--- src/rtl/score_keeper.sv ---
`default_nettype none
// ============================================================================
// score_keeper : per-frame hit commit, BCD score, lives, wave progression.
// Optional macro WAVE_BONUS_EN adds BONUS_POINTS on wave clear.   Rev 1.0
// ============================================================================
module score_keeper #(
  parameter int NUM_ALIENS   = 15,
  parameter int HIT_POINTS   = 10,
  parameter int START_LIVES  = 3,
  parameter int CLEAR_FRAMES = 120,
  parameter int BONUS_POINTS = 100
) (
  input  logic                  Clk,
  input  logic                  Reset_n,
  input  logic                  frame_vs,
  input  logic                  Alien_hit,
  input  logic [3:0]            Hit_idx,
  input  logic                  Ship_hit,
  input  logic                  Start,
  output logic [NUM_ALIENS-1:0] Alive,
  output logic                  Missile_clr,
  output logic [15:0]           Score_bcd,
  output logic [3:0]            Lives,
  output logic [3:0]            Wave,
  output logic [1:0]            State
);

  typedef enum logic [1:0] {
    S_IDLE  = 2'b00,
    S_PLAY  = 2'b01,
    S_CLEAR = 2'b10,
    S_OVER  = 2'b11
  } state_t;

  function automatic logic [15:0] to_bcd(input int v);
    to_bcd = {4'((v / 1000) % 10), 4'((v / 100) % 10), 4'((v / 10) % 10), 4'(v % 10)};
  endfunction

  // Digit-serial BCD add; a carry out of the thousands digit pins the score at 9999.
  function automatic logic [15:0] bcd_add_sat(input logic [15:0] a, input logic [15:0] b);
    logic [4:0]  s;
    logic        c;
    logic [15:0] r;
    c = 1'b0;
    r = '0;
    for (int i = 0; i < 4; i++) begin
      s = {1'b0, a[4*i +: 4]} + {1'b0, b[4*i +: 4]} + {4'd0, c};
      if (s > 5'd9) begin
        s = s - 5'd10;
        c = 1'b1;
      end else begin
        c = 1'b0;
      end
      r[4*i +: 4] = s[3:0];
    end
    bcd_add_sat = c ? 16'h9999 : r;
  endfunction

  localparam int                  CW          = (CLEAR_FRAMES > 1) ? $clog2(CLEAR_FRAMES) : 1;
  localparam logic [15:0]         c_hit_bcd   = to_bcd(HIT_POINTS);
  localparam logic [15:0]         c_bonus_bcd = to_bcd(BONUS_POINTS);
  localparam logic [3:0]          c_lives     = 4'(START_LIVES);
  localparam logic [CW-1:0]       c_last_cnt  = CW'(CLEAR_FRAMES - 1);
  localparam logic [NUM_ALIENS-1:0] c_one     = NUM_ALIENS'(1);
`ifdef WAVE_BONUS_EN
  localparam bit                  c_bonus_en  = 1'b1;
`else
  localparam bit                  c_bonus_en  = 1'b0;
`endif

  state_t                  state_q, state_d;
  logic [NUM_ALIENS-1:0]   alive_q, alive_d, sel_d;
  logic [15:0]             score_q, score_d;
  logic [3:0]              lives_q, lives_d, wave_q, wave_d;
  logic [CW-1:0]           cnt_q, cnt_d;
  logic                    mclr_q, mclr_d;
  logic                    alat_q, alat_d, slat_q, slat_d;
  logic [3:0]              aidx_q, aidx_d;
  logic                    vs_q, vs_old_q;
  logic                    tick_d, kill_d;

  assign tick_d = vs_old_q & ~vs_q;

  always_comb begin
    state_d = state_q;
    alive_d = alive_q;
    score_d = score_q;
    lives_d = lives_q;
    wave_d  = wave_q;
    cnt_d   = cnt_q;
    mclr_d  = 1'b0;
    alat_d  = alat_q;
    aidx_d  = aidx_q;
    slat_d  = slat_q;
    kill_d  = 1'b0;
    sel_d   = alive_q >> aidx_q;

    if (state_q == S_PLAY) begin
      if (Alien_hit && !alat_q) begin
        alat_d = 1'b1;
        aidx_d = Hit_idx;
      end
      if (Ship_hit) slat_d = 1'b1;
    end

    if (tick_d) begin
      alat_d = 1'b0;
      slat_d = 1'b0;
      unique case (state_q)
        S_PLAY: begin
          kill_d = alat_q && ({28'd0, aidx_q} < 32'(NUM_ALIENS)) && sel_d[0];
          if (kill_d) begin
            alive_d = alive_q & ~(c_one << aidx_q);
            score_d = bcd_add_sat(score_q, c_hit_bcd);
            mclr_d  = 1'b1;
          end
          if (slat_q) begin
            if (lives_q <= 4'd1) begin
              lives_d = 4'd0;
              state_d = S_OVER;
            end else begin
              lives_d = lives_q - 4'd1;
            end
          end
          // A simultaneous last-life loss keeps GAME_OVER ahead of the wave clear.
          if (state_d == S_PLAY && alive_d == '0) begin
            state_d = S_CLEAR;
            cnt_d   = '0;
            if (c_bonus_en) score_d = bcd_add_sat(score_d, c_bonus_bcd);
          end
        end
        S_CLEAR: begin
          if (cnt_q == c_last_cnt) begin
            state_d = S_PLAY;
            alive_d = '1;
            wave_d  = wave_q + 4'd1;
          end else begin
            cnt_d = cnt_q + CW'(1);
          end
        end
        default: ;
      endcase
    end

    if (state_q == S_IDLE && Start) state_d = S_PLAY;
    if (state_q == S_OVER && Start) begin
      state_d = S_IDLE;
      score_d = '0;
      lives_d = c_lives;
      wave_d  = 4'd0;
      alive_d = '1;
    end
  end

  always_ff @(posedge Clk or negedge Reset_n) begin
    if (!Reset_n) begin
      state_q  <= S_IDLE;
      alive_q  <= '1;
      score_q  <= '0;
      lives_q  <= c_lives;
      wave_q   <= 4'd0;
      cnt_q    <= '0;
      mclr_q   <= 1'b0;
      alat_q   <= 1'b0;
      aidx_q   <= 4'd0;
      slat_q   <= 1'b0;
      vs_q     <= 1'b1;
      vs_old_q <= 1'b1;
    end else begin
      state_q  <= state_d;
      alive_q  <= alive_d;
      score_q  <= score_d;
      lives_q  <= lives_d;
      wave_q   <= wave_d;
      cnt_q    <= cnt_d;
      mclr_q   <= mclr_d;
      alat_q   <= alat_d;
      aidx_q   <= aidx_d;
      slat_q   <= slat_d;
      vs_q     <= frame_vs;
      vs_old_q <= vs_q;
    end
  end

  assign Alive       = alive_q;
  assign Missile_clr = mclr_q;
  assign Score_bcd   = score_q;
  assign Lives       = lives_q;
  assign Wave        = wave_q;
  assign State       = state_q;

endmodule
`default_nettype wire

--- config.mk ---
export PLATFORM = sky130hd
export DESIGN_NAME = score_keeper
export DESIGN_NICKNAME = d
export VERILOG_FILES = /design/src/rtl/score_keeper.sv
export SDC_FILE = /design/constraint.sdc
export NUM_CORES = 1
export LEC_CHECK = 0
export CORE_MARGIN = 2
export CORE_UTILIZATION = 55
export DETAILED_ROUTE_END_ITERATION = 16
export PLACE_DENSITY = 0.8
export SLEW_MARGIN = 25
export SYNTH_ARGS = -nofsm -noshare
export SYNTH_HDL_FRONTEND = slang
export SYNTH_SLANG_ARGS = --single-unit
--- constraint.sdc ---
create_clock -name Clk -period 5.55 [get_ports Clk]
set_input_delay 0.8325 -clock Clk [delete_from_list [all_inputs] [get_ports Clk]]
set_output_delay 0.8325 -clock Clk [all_outputs]
set_load 0.05 [all_outputs]
== Yosys cells after proc, flatten, opt, wreduce, memory -nomap -nowiden ==
Index checks and enable logic that the tools add are counted.
W data, S select, Z words.

* Bits in registers: 57
* Input port bits: 10

* Add/sub/neg operators: 11
* Shift-type cells: 2
* Equal/unequal tests: 9
* Bitwise operators: 4
* Order comparisons: 6
* Muxes and demuxes: 63
* Reduce and logical (&&, ||, !) cells: 33

{| class="wikitable"
|+ Operators with widths
! kind !! count
|-
| $mux W15 || 6
|-
| $mux W16 || 5
|-
| $mux W4 || 13
|-
| $pmux W15 S2 || 1
|-
| $mux W1 || 25
|-
| $reduce_bool A2 Y1 || 10
|-
| $mux W2 || 9
|-
| $sub A4 B4 Y4 const B || 4
|-
| $and A15 B15 Y15 || 1
|-
| $gt A5 B4 Y1 const B || 3
|-
| $logic_not A15 Y1 || 1
|-
| $not A15 Y15 || 1
|-
| $reduce_and A3 Y1 || 5
|-
| $shl A1 B4 Y15 const A || 1
|-
| $shr A15 B4 Y1 || 1
|-
| $mux W7 || 2
|-
| $pmux W7 S2 || 1
|-
| $add A4 B1 Y5 || 2
|-
| $reduce_bool A3 Y1 || 3
|-
| $reduce_and A4 Y1 || 2
|-
| $add A7 B1 Y7 const B || 1
|-
| $eq A7 B7 Y1 const B || 1
|-
| $logic_and A1 B1 Y1 || 6
|-
| $reduce_and A2 Y1 || 3
|-
| other kinds (19) || 21
|}

== Depth between registers and ports, before layout ==
Gate-level depths: netlist of run 1.

* Word-level depth: 29
* Gate-level depth with buffers: 20
* Mapped depth without buffers: 20

== Worst setup path before layout of run 1 ==
No wires, ideal clock.

* Path type: register to register
* Start point: register score_q[2], in the netlist Score_bcd[2]
* End point: register score_q[1], in the netlist Score_bcd[1]
* Required time: 5.484 ns
* Data arrival time: 4.514 ns
* Path buffers: 0
* Cell stages (with the launch flop): 21
* Library setup time: 0.066 ns
* Path slack: 0.970 ns
* Cells stage by stage: dfrtp_1 -> o21ai_0 -> ha_1 -> inv_1 -> ha_1 -> o21ai_0 -> nor2_1 -> o22ai_1 -> inv_1 -> ha_1 -> ha_1 -> o21ai_0 -> or2_2 -> a2bb2oi_1 -> ha_1 -> ha_1 -> nand2_1 -> o21a_1 -> o22a_1 -> nor3_1 -> a22o_1

* Cells in the longest elaborated chain, start to end: 28
* Elaborated cells between the ends (all ways): 30
* Those cells by class: add/sub: 3; order compare: 4; mux: 21; reduce/logical: 2

{| class="wikitable"
|+ Ends and longest elaborated chain
! element !! line !! source
|-
| from (decl) || 73 || <nowiki>logic [15:0] score_q, score_d;</nowiki>
|-
| from (signal assigned) || 172 || <nowiki>score_q <= score_d;</nowiki>
|-
| $gt A4 B4 Y1 (*) || 48 || <nowiki>if (s > 5'd9) begin</nowiki>
|-
| $mux W1 || 48 ||
|-
| $mux W1 || 112 || <nowiki>if (kill_d) begin</nowiki>
|-
| $mux W1 || 109 || <nowiki>unique case (state_q)</nowiki>
|-
| $mux W1 || 106 || <nowiki>if (tick_d) begin</nowiki>
|-
| $add A5 B1 Y5 || 47 || <nowiki>s = {1'b0, a[4*i +: 4]} + {1'b0, b[4*i +: 4]} + {4'd0, c};</nowiki>
|-
| $gt A5 B4 Y1 || 48 ||
|-
| $mux W1 || 48 ||
|-
| [12 not listed] || n/a ||
|-
| $mux W1 || 112 ||
|-
| $mux W1 || 109 ||
|-
| $mux W1 || 106 ||
|-
| $mux W16 || 56 || <nowiki>bcd_add_sat = c ? 16'h9999 : r;</nowiki>
|-
| $mux W16 || 112 ||
|-
| $mux W16 || 109 ||
|-
| $mux W16 || 106 ||
|-
| $mux W16 || 146 || <nowiki>if (state_q == S_OVER && Start) begin</nowiki>
|}

Every way passes the cells marked *; elsewhere a longest branch is shown, timed or not. The select of a mux whose other input is x is not followed.
A chain may end at the register's enable or synchronous reset.

== Worst setup path after layout of run 1 ==
* Start point: register score_q[2], in the netlist Score_bcd[2]
* End point: register score_q[2], in the netlist Score_bcd[2]

* Cells in the longest elaborated chain, start to end: 28
* Elaborated cells between the ends (all ways): 32
* Those cells by class: add/sub: 4; order compare: 4; mux: 22; reduce/logical: 2

{| class="wikitable"
|+ Ends and longest elaborated chain
! element !! line
|-
| $gt A4 B4 Y1 || 48
|-
| $mux W1 || 48
|-
| $mux W1 || 112
|-
| $mux W1 || 109
|-
| $mux W1 || 106
|-
| $add A5 B1 Y5 || 47
|-
| $gt A5 B4 Y1 || 48
|-
| $mux W1 || 48
|-
| [12 not listed] || n/a
|-
| $mux W1 || 112
|-
| $mux W1 || 109
|-
| $mux W1 || 106
|-
| $mux W16 || 56
|-
| $mux W16 || 112
|-
| $mux W16 || 109
|-
| $mux W16 || 106
|-
| $mux W16 || 146
|}

Several ways; a longest one is shown, not always the timed one. The select of a mux whose other input is x is not followed.

==> reports/qor.txt, run 1 <==
TIMING
--------------------------------------------------------------------------------------------------------
Slew at the pin with the worst max-slew slack                                                   0.941 ns
Fin Hold WS                                                                                     0.373 ns
Final hold violation count                                                                             0
Worst clock skew on the final layout                                                          0.00598 ns
Final-report max-slew violation count                                                                  0
Time the final worst path needs with I/O delays and setup                                        4.89 ns
Relative slew margins                                                                              37.0%
Post-route setup slack                                                                          0.661 ns
Max Clock Freq                                                                                   205 MHz
Setup repair after global routing missed its margin                                                false
Endpoints failing setup                                                                                0
Summed negative setup slack over all endpoints                                                      0 ns
Final clock period utilization by the worst path                                                   88.1%

CLOCK NETWORK
--------------------------------------------------------------------------------------------------------
Num CTS Buffers                                                                                        9
Post-cts resize count                                                                                  0
CTS root buf                                                                                    clkbuf_8
Maximum buffer depth of the clock tree                                                                 2
TritonCTS clock tree                                                                                 yes
Number of setup buffers added after CTS                                                                0
Post-CTS clock slew at the launch and capture registers of the worst setup and hold paths        0.07 ns
CTS sink cnt                                                                                          57
Number of buffers added to fix hold violations after cts                                               0
Insertion delay of the later-clocked pin in the worst-skew pair                                  0.34 ns
H-tree depth reported by CTS                                                                           3

CRITICAL PATH
--------------------------------------------------------------------------------------------------------
List of cells traversed by the critical path                                                o21ai_0, ha_1, inv_1, ha_1, inv_1, a21boi_0, o22ai_1, inv_1, ha_1, ha_1, o21ai_0, or2_2, a2bb2oi_1, ha_1, ha_1, nand2_1, o21a_1, o22ai_2, a21o_1, a32o_1
Capturing element type of the critical path                                                    flip-flop
Standard cell with the maximum stage delay on the critical path                                  dfrtp_1
Most Frequent Cell on Critical Path                                                                 ha_1
Arr. time, crit path                                                                             5.17 ns
Worst Path Class, Setup                                                                     flip-flop to flip-flop
Data required time of the critical path                                                          5.83 ns
WP buf/inv                                                                                             3
Top cell family by delay on the critical path                                               compound AO/OA/AOI/OAI gates
Largest fanout of any net on the critical path                                                         9
Category of the worst setup path launch point                                                  flip-flop
Crit path largest cell delay                                                                     0.42 ns

GRT
--------------------------------------------------------------------------------------------------------
Largest net degree at the start of global routing                                                     58
Number of global-route vias before repair                                                           2958
Gr usage total                                                                                     24.6%
First-pass GRT wire length                                                                       14.2 mm
Initial antenna violation count                                                                        0
Total gr overflow                                                                                      0

LOGIC SYNTHESIS
--------------------------------------------------------------------------------------------------------
Synthesized area per cell                                                                     9.71 sq um
Largest family of logic cells by synthesized area                                           simple AND/OR/NAND/NOR gates
Syn_nets                                                                                             404
Fraction of synthesized area in multiplexers                                                       9.32%
Synthesized instance count                                                                           376
Sequential cell area fraction in the yosys report                                                  39.7%
Post-synthesis adder-cell area fraction                                                            6.17%
Post-Synth Simple-Gate Area                                                                        21.1%
Share of flip-flops with an asynchronous set or reset                                               100%
Commonest register cell after synthesis                                                          dfrtp_1
Seq cells post-synth                                                                                  57
Compound-cell area share of the yosys netlist                                                      16.9%
Post-synth cell types                                                                                 68
Syn Std Cell Area                                                                             3650 sq um
Synthesis warning total                                                                                0
Synthesized-area fraction occupied by xor and xnor cells                                           1.92%
Post-synth EDFFs                                                                                       0

DIE
--------------------------------------------------------------------------------------------------------
Initial Util                                                                                       57.2%
Total die area                                                                                7300 sq um
Die Height                                                                                       85.5 um
Number of cell rows                                                                                   29
Core Area                                                                                     6390 sq um
Chip width                                                                                       85.5 um
Io pins                                                                                               52

FINAL LAYOUT
--------------------------------------------------------------------------------------------------------
Final Net Count                                                                                      454
Synthesis-to-layout area growth                                                                    18.5%
Number of inserted filler cells in the final layout                                                  509
Leading cell type in the layout, fill and taps excluded                                     clkdlybuf4s50_1
Diodes inserted                                                                                        0
Most used cells in the layout excluding fill and tap cells                                  50 x clkdlybuf4s50_1, 42 x nand2_1, 38 x dfrtp_1
Fraction of final layout cells sized beyond drive strength 1                                       16.2%

JOB
--------------------------------------------------------------------------------------------------------
Maximum Capacitance Violations                                                                         0

POWER AND IR DROP
--------------------------------------------------------------------------------------------------------
Power density normalized to cell area                                                        670 nW/um^2
Share of total power consumed by net switching                                                     50.1%
Standby leakage power                                                                         0.00181 uW
Combinational group share of total power                                                           57.6%
Power share of the sequential group                                                                30.5%
Cell internal pwr                                                                                1450 uW
Peak supply drop                                                                              0.000452 V
Sw Pwr                                                                                           1450 uW
Clock share of power                                                                               11.8%

ROUTING
--------------------------------------------------------------------------------------------------------
Routed wire length per instance                                                                  16.3 um
Detailed Route Iter0 Violations                                                                      108
Via-per-instance ratio                                                                              6.06
Total DRC errors in the routed layout                                                                  0
Post-detailed-routing wire length                                                                8.30 mm
Number of routed nets with antenna violations                                                          0
Routed via count                                                                                    3077
Number of iterations in the first detailed-routing pass                                                4

PLACE
--------------------------------------------------------------------------------------------------------
Total half-perimeter wirelength after legalization and detailed placement                        5.82 mm
Pre-CTS setup slack                                                                             0.748 ns
Number of buffers inserted by port buffering                                                          51
Gpl congestion                                                                                     0.897

STATUS
--------------------------------------------------------------------------------------------------------
Status                                                                                      finished clean

HOLD PATH
--------------------------------------------------------------------------------------------------------
Worst min-delay path class                                                                  flip-flop to flip-flop

final timing paths:
path | from | to | slack, ns | cells past startpoint
max reg2reg | Score_bcd[2] | Score_bcd[2] | 0.66 | 20
min reg2reg | vs_q | vs_old_q | 0.37 | 0
max in group asynchronous | Reset_n | slat_q | 4.47 | 2
min | vs_q | vs_old_q | 0.37 | 0
min in group asynchronous | Reset_n | Score_bcd[6] | 0.61 | 2
max | Score_bcd[2] | Score_bcd[2] | 0.66 | 20
power by group through the flow:
stage / combinational [uW] / sequential (uW) / clock (uW)
6_report: 1670 / 886 / 343
5_1_grt: 1800 / 920 / 371
4_1_cts: 1680 / 881 / 350
3_5_place_dp: 1670 / 884 / 0
3_3_place_gp: 1630 / 878 / 0
2_1_floorplan: 852 / 1250 / 0
cell usage after synthesis (3+ instances only):
master / instances / area, sq um
nand2_1: 42 / 158
dfrtp_1: 38 / 951
nor2_1: 35 / 131
o21ai_0: 26 / 130
dfstp_2: 19 / 499
ha_1: 18 / 225
a21oi_1: 16 / 80.1
inv_1: 15 / 56.3
nand3_1: 15 / 75.1
mux2i_1: 10 / 100
nor3_1: 10 / 50.1
mux2_2: 9 / 101
nand3b_1: 6 / 45.0
xnor2_1: 6 / 52.6
buf_6: 5 / 56.3
clkbuf_1: 5 / 18.8
nand2b_1: 5 / 31.3
nor2b_1: 5 / 31.3
o211ai_1: 5 / 37.5
or2_2: 4 / 25.0
a311oi_1: 3 / 26.3
a32oi_1: 3 / 26.3
and3_1: 3 / 18.8
mux2_4: 3 / 45.0
mux4_2: 3 / 67.6
nand4_1: 3 / 18.8
nor4_1: 3 / 18.8
o21a_1: 3 / 22.5
o31ai_1: 3 / 22.5
routing by layer:
metal	global-route usage, %	vias to the layer above	wire (um)
met3	4.47	18	439
met5	0	-	0
li1	-	1471	-
met1	32.8	1490	3750
met4	11.3	0	195
met2	39.1	98	3920
per-stage QoR:
step / utilization (%) / cell area [sq um] / instances / total power [uW]
after CTS: 67.8 / 4330 / 508 / 2910
after floorplan: - / 3650 / 376 / 2100
after global routing: 67.8 / 4330 / 508 / 3090
final: 67.8 / 4330 / 508 / 2900
after detailed placement: 65.1 / 4160 / 492 / 2550
after global placement: 65.1 / 4160 / 492 / 2510
area by class of cell:
class / count / area [sq um] / area share (%)
clock inverters: 7 / 46.3 / 1.07
well taps: 77 / 96.3 / 2.23
clock buffers: 9 / 124 / 2.86
flip-flops and latches: 57 / 1450 / 33.5
inverters: 16 / 65.1 / 1.50
repair buffers: 53 / 520 / 12.0
multi-input cells: 289 / 2020 / 46.8
logic make-up (layout without fill, tap and decap cells):
family | count (synthesis) | after routing
compound gates | 88 | 88
xor+xnor | 8 | 8
fa+ha+maj | 18 | 18
buf+inv | 30 | 85
flops | 57 | 57
mux | 26 | 26
simple gates | 149 | 149
registers in the layout (all words and copies together), names as in the netlist:
| name | flops |
|---|---|
| vs_old_q | 1 |
| alat_q | 1 |
| Lives | 4 |
| Alive | 15 |
| Missile_clr | 1 |
| cnt_q | 7 |
| State | 2 |
| aidx_q | 4 |
| slat_q | 1 |
| vs_q | 1 |
| Score_bcd | 16 |
| Wave | 4 |
(Power assumes the default switching activity.)
==> run 2, diff against run 1 <==
Settings changed: CORE_UTILIZATION 55 to 57, CTS_BUF_LIST set to sky130_fd_sc_hd__clkbuf_8, PLACE_DENSITY 0.8 to 0.83.
==> run 2 against run 1 <==
Net effect: worst hold slack gained 0.011 ns; critical path type unchanged; die area shrank 3.3%; final cell count is the same; clock skew about the same; non-clock buffer count unchanged; sequential cell count did not move; largest power group unchanged; routed wire length up 1.5%; clock-buffer cell count stayed put; critical path depth did not move; global-route usage grew 0.91 points.
==> reports/qor.txt, run 2 (same netlist as run 1, synthesis figures left out) <==
CLOCK NETWORK
--------------------------------------------------------------------------------------------------------
Num CTS Buffers                                                                                        9   unchanged
TritonCTS clock tree                                                                                 yes
Number of setup buffers added after CTS                                                                0   unchanged
CTS root buf                                                                                    clkbuf_8
Insertion delay of the later-clocked pin in the worst-skew pair                                  0.35 ns   about the same
CTS sink cnt                                                                                          57   unchanged
Maximum buffer depth of the clock tree                                                                 2   unchanged
Number of buffers added to fix hold violations after cts                                               0   unchanged
Post-CTS clock slew at the launch and capture registers of the worst setup and hold paths        0.07 ns   about the same
Post-cts resize count                                                                                  0   unchanged
H-tree depth reported by CTS                                                                           3   unchanged

ROUTING
--------------------------------------------------------------------------------------------------------
Detailed Route Iter0 Violations                                                                      136   +26%
Post-detailed-routing wire length                                                                8.42 mm   +1.5%
Routed via count                                                                                    3106   +0.94%
Number of routed nets with antenna violations                                                          0   unchanged
Number of iterations in the first detailed-routing pass                                                4   unchanged
Routed wire length per instance                                                                  16.6 um   +1.5%
Total DRC errors in the routed layout                                                                  0   unchanged
Via-per-instance ratio                                                                              6.11   +0.94%

POWER AND IR DROP
--------------------------------------------------------------------------------------------------------
Power share of the sequential group                                                                30.1%   -0.4 points
Clock share of power                                                                               13.0%   +1.2 points
Standby leakage power                                                                         0.00183 uW   +0.99%
Combinational group share of total power                                                           56.9%   -0.7 points
Sw Pwr                                                                                           1470 uW   +0.89%
Peak supply drop                                                                              0.000474 V   +4.7%
Share of total power consumed by net switching                                                     49.5%   -0.59 points
Power density normalized to cell area                                                        681 nW/um^2   +1.5%
Cell internal pwr                                                                                1490 uW   +3.3%

GRT
--------------------------------------------------------------------------------------------------------
Global routing met1 resource utilization                                                           35.0%   +2.2 points
Initial antenna violation count                                                                        0   unchanged
Met2 demand-to-capacity share in global routing                                                    38.7%   -0.39 points
Total gr overflow                                                                                      0   unchanged
Largest net degree at the start of global routing                                                     58   unchanged
Gr usage total                                                                                     25.5%   +0.91 points
Busiest grt layer                                                                                   met2
First-pass GRT wire length                                                                       14.5 mm   +2.1%
Number of global-route vias before repair                                                           3002   +1.5%
Met3 GRT Util                                                                                      6.13%   +1.7 points

JOB
--------------------------------------------------------------------------------------------------------
Maximum Capacitance Violations                                                                         0   unchanged

FINAL LAYOUT
--------------------------------------------------------------------------------------------------------
Most used cells in the layout excluding fill and tap cells                                  50 x clkdlybuf4s50_1, 42 x nand2_1, 38 x dfrtp_1
Leading cell type in the layout, fill and taps excluded                                     clkdlybuf4s50_1
Fraction of final layout cells sized beyond drive strength 1                                       16.2%   unchanged
Max FFs per register                                                                                  16   unchanged
Diodes inserted                                                                                        0   unchanged
Number of inserted filler cells in the final layout                                                  485   -4.7%
Synthesis-to-layout area growth                                                                    19.2%
Final Net Count                                                                                      454   unchanged
Final cell count without fillers                                                                     508   unchanged

HOLD PATH
--------------------------------------------------------------------------------------------------------
Worst min-delay path class                                                                  flip-flop to flip-flop
Worst hold endpoint                                                                             vs_old_q
Worst Hold Launch                                                                                   vs_q
Hold Path Stages                                                                                       0   unchanged

PLACE
--------------------------------------------------------------------------------------------------------
Pre-CTS setup slack                                                                             0.761 ns   +0.0130 ns
Number of buffers inserted by port buffering                                                          51   unchanged
Total half-perimeter wirelength after legalization and detailed placement                        5.80 mm   -0.26%
Cell count after placement                                                                           492   unchanged
Gpl congestion                                                                                     0.857   -4.5%

TIMING
--------------------------------------------------------------------------------------------------------
Time the final worst path needs with I/O delays and setup                                        4.89 ns   -0.00137 ns
Setup repair after global routing missed its margin                                                false
Endpoints failing setup                                                                                0   unchanged
Summed negative setup slack over all endpoints                                                      0 ns   unchanged
Final hold violation count                                                                             0   unchanged
Slew at the pin with the worst max-slew slack                                                    1.07 ns   +0.130 ns
Worst clock skew on the final layout                                                          0.00647 ns   +0.000497 ns
Final clock period utilization by the worst path                                                   88.1%   about the same
Post-route setup slack                                                                          0.662 ns   +0.00137 ns
Relative slew margins                                                                              28.3%   -8.7 points
Max Clock Freq                                                                                   205 MHz   about the same
Final-report max-slew violation count                                                                  0   unchanged

CRITICAL PATH
--------------------------------------------------------------------------------------------------------
Worst Reg2Reg Path Length in Cells                                                                    20   unchanged
Start of the worst register-to-register path                                                Score_bcd[2]
Data required time of the critical path                                                          5.84 ns   about the same
Worst reg2reg path endpoint                                                                 Score_bcd[2]
Capturing element type of the critical path                                                    flip-flop
Worst Path Class, Setup                                                                     flip-flop to flip-flop
Arr. time, crit path                                                                             5.17 ns   about the same
Category of the worst setup path launch point                                                  flip-flop
Largest fanout of any net on the critical path                                                         9   unchanged
Setup slack, reg-to-reg                                                                          0.66 ns   about the same

DIE
--------------------------------------------------------------------------------------------------------
Number of cell rows                                                                                   29   unchanged
Die Height                                                                                       84.0 um   -1.7%
Core Area                                                                                     6280 sq um   -1.7%
Total die area                                                                                7060 sq um   -3.3%
Io pins                                                                                               52   unchanged
Initial Util                                                                                       58.1%   +0.99 points
Chip width                                                                                       84.0 um   -1.7%

STATUS
--------------------------------------------------------------------------------------------------------
Status                                                                                      finished clean

## run 2: cell types whose count changed in the layout (fill, tap and decap cells not counted), sizes merged
cell / change
bufinv: +1
clkinv: +1
clkinvlp: -2
## run 2: power by group through the flow
stage | logic [uW] | registers, uW | clock network (uW)
2_1_floorplan | 852 | 1250 | 0
5_1_grt | 1810 | 921 | 413
6_report | 1680 | 891 | 386
3_5_place_dp | 1670 | 887 | 0
4_1_cts | 1690 | 883 | 392
3_3_place_gp | 1630 | 878 | 0
## run 2: worst max path at each step
stage	end	startpoint	slack, ns	cells after the start
floorplan	Score_bcd[1]	Score_bcd[2]	0.97	20
global placement	Score_bcd[2]	Score_bcd[2]	0.98	20
detailed placement	Score_bcd[2]	Score_bcd[2]	0.76	20
CTS	Score_bcd[2]	Score_bcd[2]	0.72	20
global route	Score_bcd[9]	Score_bcd[2]	0.24	20
finish	Score_bcd[2]	Score_bcd[2]	0.66	20
## run 2: per-stage QoR
stage / util (%) / total power [uW] / cell area, sq um / hold slack, ns
global route: 69.3 / 3150 / 4350 / 0.388
finish: 69.3 / 2960 / 4350 / 0.384
floorplan: - / 2100 / 3650 / 0.358
CTS: 69.3 / 2960 / 4350 / 0.383
global placement: 66.2 / 2510 / 4160 / 0.362
detailed placement: 66.2 / 2560 / 4160 / 0.371
## run 2: final cells by class
type / instances / area, sq um / share of cell area, %
clock buffer: 9 / 124 / 2.85
clock inverter: 7 / 70.1 / 1.61
inverter: 16 / 65.1 / 1.50
multi-input combinational: 289 / 2020 / 46.5
sequential: 57 / 1450 / 33.3
tap: 77 / 96.3 / 2.21
timing repair buffer: 53 / 520 / 12.0
## run 2: critical path, cell delays in order (launching register included)
cell and delay [ns]:
dfrtp_1 0.41, o21ai_0 0.42, ha_1 0.26, inv_1 0.05, ha_1 0.32, inv_1 0.12
a21boi_0 0.09, o22ai_1 0.31, inv_1 0.08, ha_1 0.21, ha_1 0.34, o21ai_0 0.09
or2_2 0.29, a2bb2oi_1 0.35, ha_1 0.24, ha_1 0.26, nand2_1 0.09, o21a_1 0.20
o22ai_2 0.35, a21o_1 0.21, a32o_1 0.16
## run 2: per-layer routing
layer | vias up | wire length [um]
li1 | 1465 | -
met1 | 1517 | 3790
met2 | 105 | 4020
met3 | 19 | 441
met4 | 0 | 165
met5 | - | 0
==> RTL edit: new RTL, config.mk and constraints of run 2 <==
Put one more register stage on the output `Alive`, without a reset. The value now appears one clock later. The other outputs are not delayed to match.
--- a/src/rtl/score_keeper.sv
+++ b/src/rtl/score_keeper.sv
@@ -182,7 +182,9 @@
     end
   end
 
-  assign Alive       = alive_q;
+  always_ff @(posedge Clk) begin
+    Alive <= alive_q;
+  end
   assign Missile_clr = mclr_q;
   assign Score_bcd   = score_q;
   assign Lives       = lives_q;
Check against the original RTL: not equivalent (Yosys sat finds a counterexample within 4 cycles, from zero or initial values and one cycle with Reset_n low).
==> RTL edit against run 2 <==
Synthesized cell count is 8.2% higher. Fmax decreased by 3.8%. Cell area grew 5.4%. Global-route usage decreased by 2.0 points. Die area grew 6.0%. Synthesized area up 6.3%. Wire length shrank 1.5%. Sequential cell count is 15 higher. First-iteration DRC count up 83%. Worst setup slack got worse by 0.19 ns. Power grew 2.9%. Highest routed layer unchanged.
==> RTL edit: results <==
set metrics [dict create \
    status "complete, no violations" \
    period_share 0.916 \
    drtIter0Drc 249 \
    grt_pass1_vias 3006 \
    critPathMaxFanout 10 \
    clk_latency_ns 0.35 \
    grt_pass1_wl_um 13900 \
    clkSlewWorstSetupHoldPaths_ns 0.09 \
    synth_fa_ha_area_frac 0.0580 \
    r2r_slack_ns 0.47 \
    antennaDiodeCount 0 \
    drive_gt1_frac 0.118 \
    nets 480 \
    firstDrtPassIters 5 \
    seq_area_frac_synth 0.451 \
    synth_xor_area_frac 0.0181 \
    cts_buffer_depth 2 \
    yosys_warnings 0 \
    dpl_worst_slack_ns 0.542 \
    grt_use_total 0.235 \
    dpl.hpwl_um 5720 \
    cts.repair.resized 0 \
    synth_mux_area_frac 0.0545 \
    hp-class "reg2reg" \
    slew_viol_final 0 \
    synth_nets 435 \
    slew_headroom 0.374 \
    htreeDepth 3 \
    grt_max_degree 58 \
    synth_edf_count 0 \
    yosys-top-cells-count "38 x dfrtp_1, 37 x nor2_1, 35 x nand2_1" \
    synth_compound_area_frac 0.167 \
    routabilityCongestion 0.877 \
    skew_ns 0.0185 \
    power.leakage_nw 1.88 \
    portBuffers 51 \
    root_buffer "clkbuf_8" \
    routedWlPerCell_um 15.4 \
    yosysUniqueCellTypes 59 \
    cts_hold_buf 0 \
    largest_reg_flops 16 \
    antenna_found_initial 0 \
    ys_top_cells_by_area "dfrtp_1 25%, dfstp_2 13%, dfxtp_1 7.7%" \
    tns_ns 0 \
    cts_setup_buffers 0 \
    arrival_ns 5.34 \
    viasPerCell 5.96 \
    async_flop_share 0.792 \
    vdd_drop_max_mv 0.382 \
    cts_buffers 9 \
]
[RTL edit: per-stage QoR]
stage | std cells | cell area (um2) | total power, mW | hold WS (ns)
global route | 537 | 4590 | 3.24 | 0.392
detailed placement | 521 | 4380 | 2.60 | 0.370
CTS | 537 | 4590 | 3.05 | 0.383
global placement | 521 | 4380 | 2.56 | 0.367
finish | 537 | 4590 | 3.05 | 0.384
floorplan | 407 | 3880 | 2.17 | 0.362
[RTL edit: cell families after synthesis]
| group | after synthesis |
|---|---|
| compound gates | 97 |
| xor+xnor | 8 |
| fa+ha+maj | 18 |
| buf+inv | 40 |
| flops | 72 |
| mux | 19 |
| simple gates | 153 |
[RTL edit: path summary, 6_finish.rpt]
kind,start,to,depth (start not counted)
hold / removal,vs_q$_DFF_PN1_,vs_old_q$_DFF_PN1_,0
hold reg to reg,vs_q$_DFF_PN1_,vs_old_q$_DFF_PN1_,0
min in group asynchronous,Reset_n,aidx_q[1]$_DFFE_PN0P_,2
setup / recovery,Score_bcd[2]$_DFFE_PN0P_,Score_bcd[1]$_DFFE_PN0P_,19
setup reg to reg,Score_bcd[2]$_DFFE_PN0P_,Score_bcd[1]$_DFFE_PN0P_,19
max in group asynchronous,Reset_n,cnt_q[3]$_DFFE_PN0P_,2
[RTL edit: power breakdown]
group / total (mW) / switching (mW) / internal (mW)
combinational: 1.59 / 0.990 / 0.603
sequential: 1.02 / 0.257 / 0.764
clock: 0.433 / 0.211 / 0.223
[RTL edit: worst max-delay path: stages, from the launching register on]
cell and delay (ns):
dfrtp_1 0.42, o21ai_0 0.37, ha_1 0.27, inv_1 0.05, ha_1 0.32, o21a_1 0.12
nor2_1 0.04, a311oi_1 0.55, ha_1 0.28, ha_1 0.27, inv_1 0.16, a21oi_1 0.10
o22a_1 0.28, ha_1 0.24, ha_1 0.31, inv_1 0.07, a21boi_0 0.12, o22a_1 0.36
or4_1 0.51, a21oi_1 0.16
[RTL edit: cell type report]
class                      instances  area [um2]
sequential                        72        1750
fill                             527        2100
timing repair buffer              52         513
clock inverter                     6        66.3
clock buffer                      10         138
inverter                          22        82.6
tap                               80         100
multi-input combinational        295        1940
[RTL edit: routing by layer]
layer	up-vias	share of wire	track usage
li1	1559	-	-
met1	1520	0.45	0.321
met2	108	0.48	0.376
met3	12	0.056	0.0543
met4	0	0.013	0.0696
met5	-	0	0
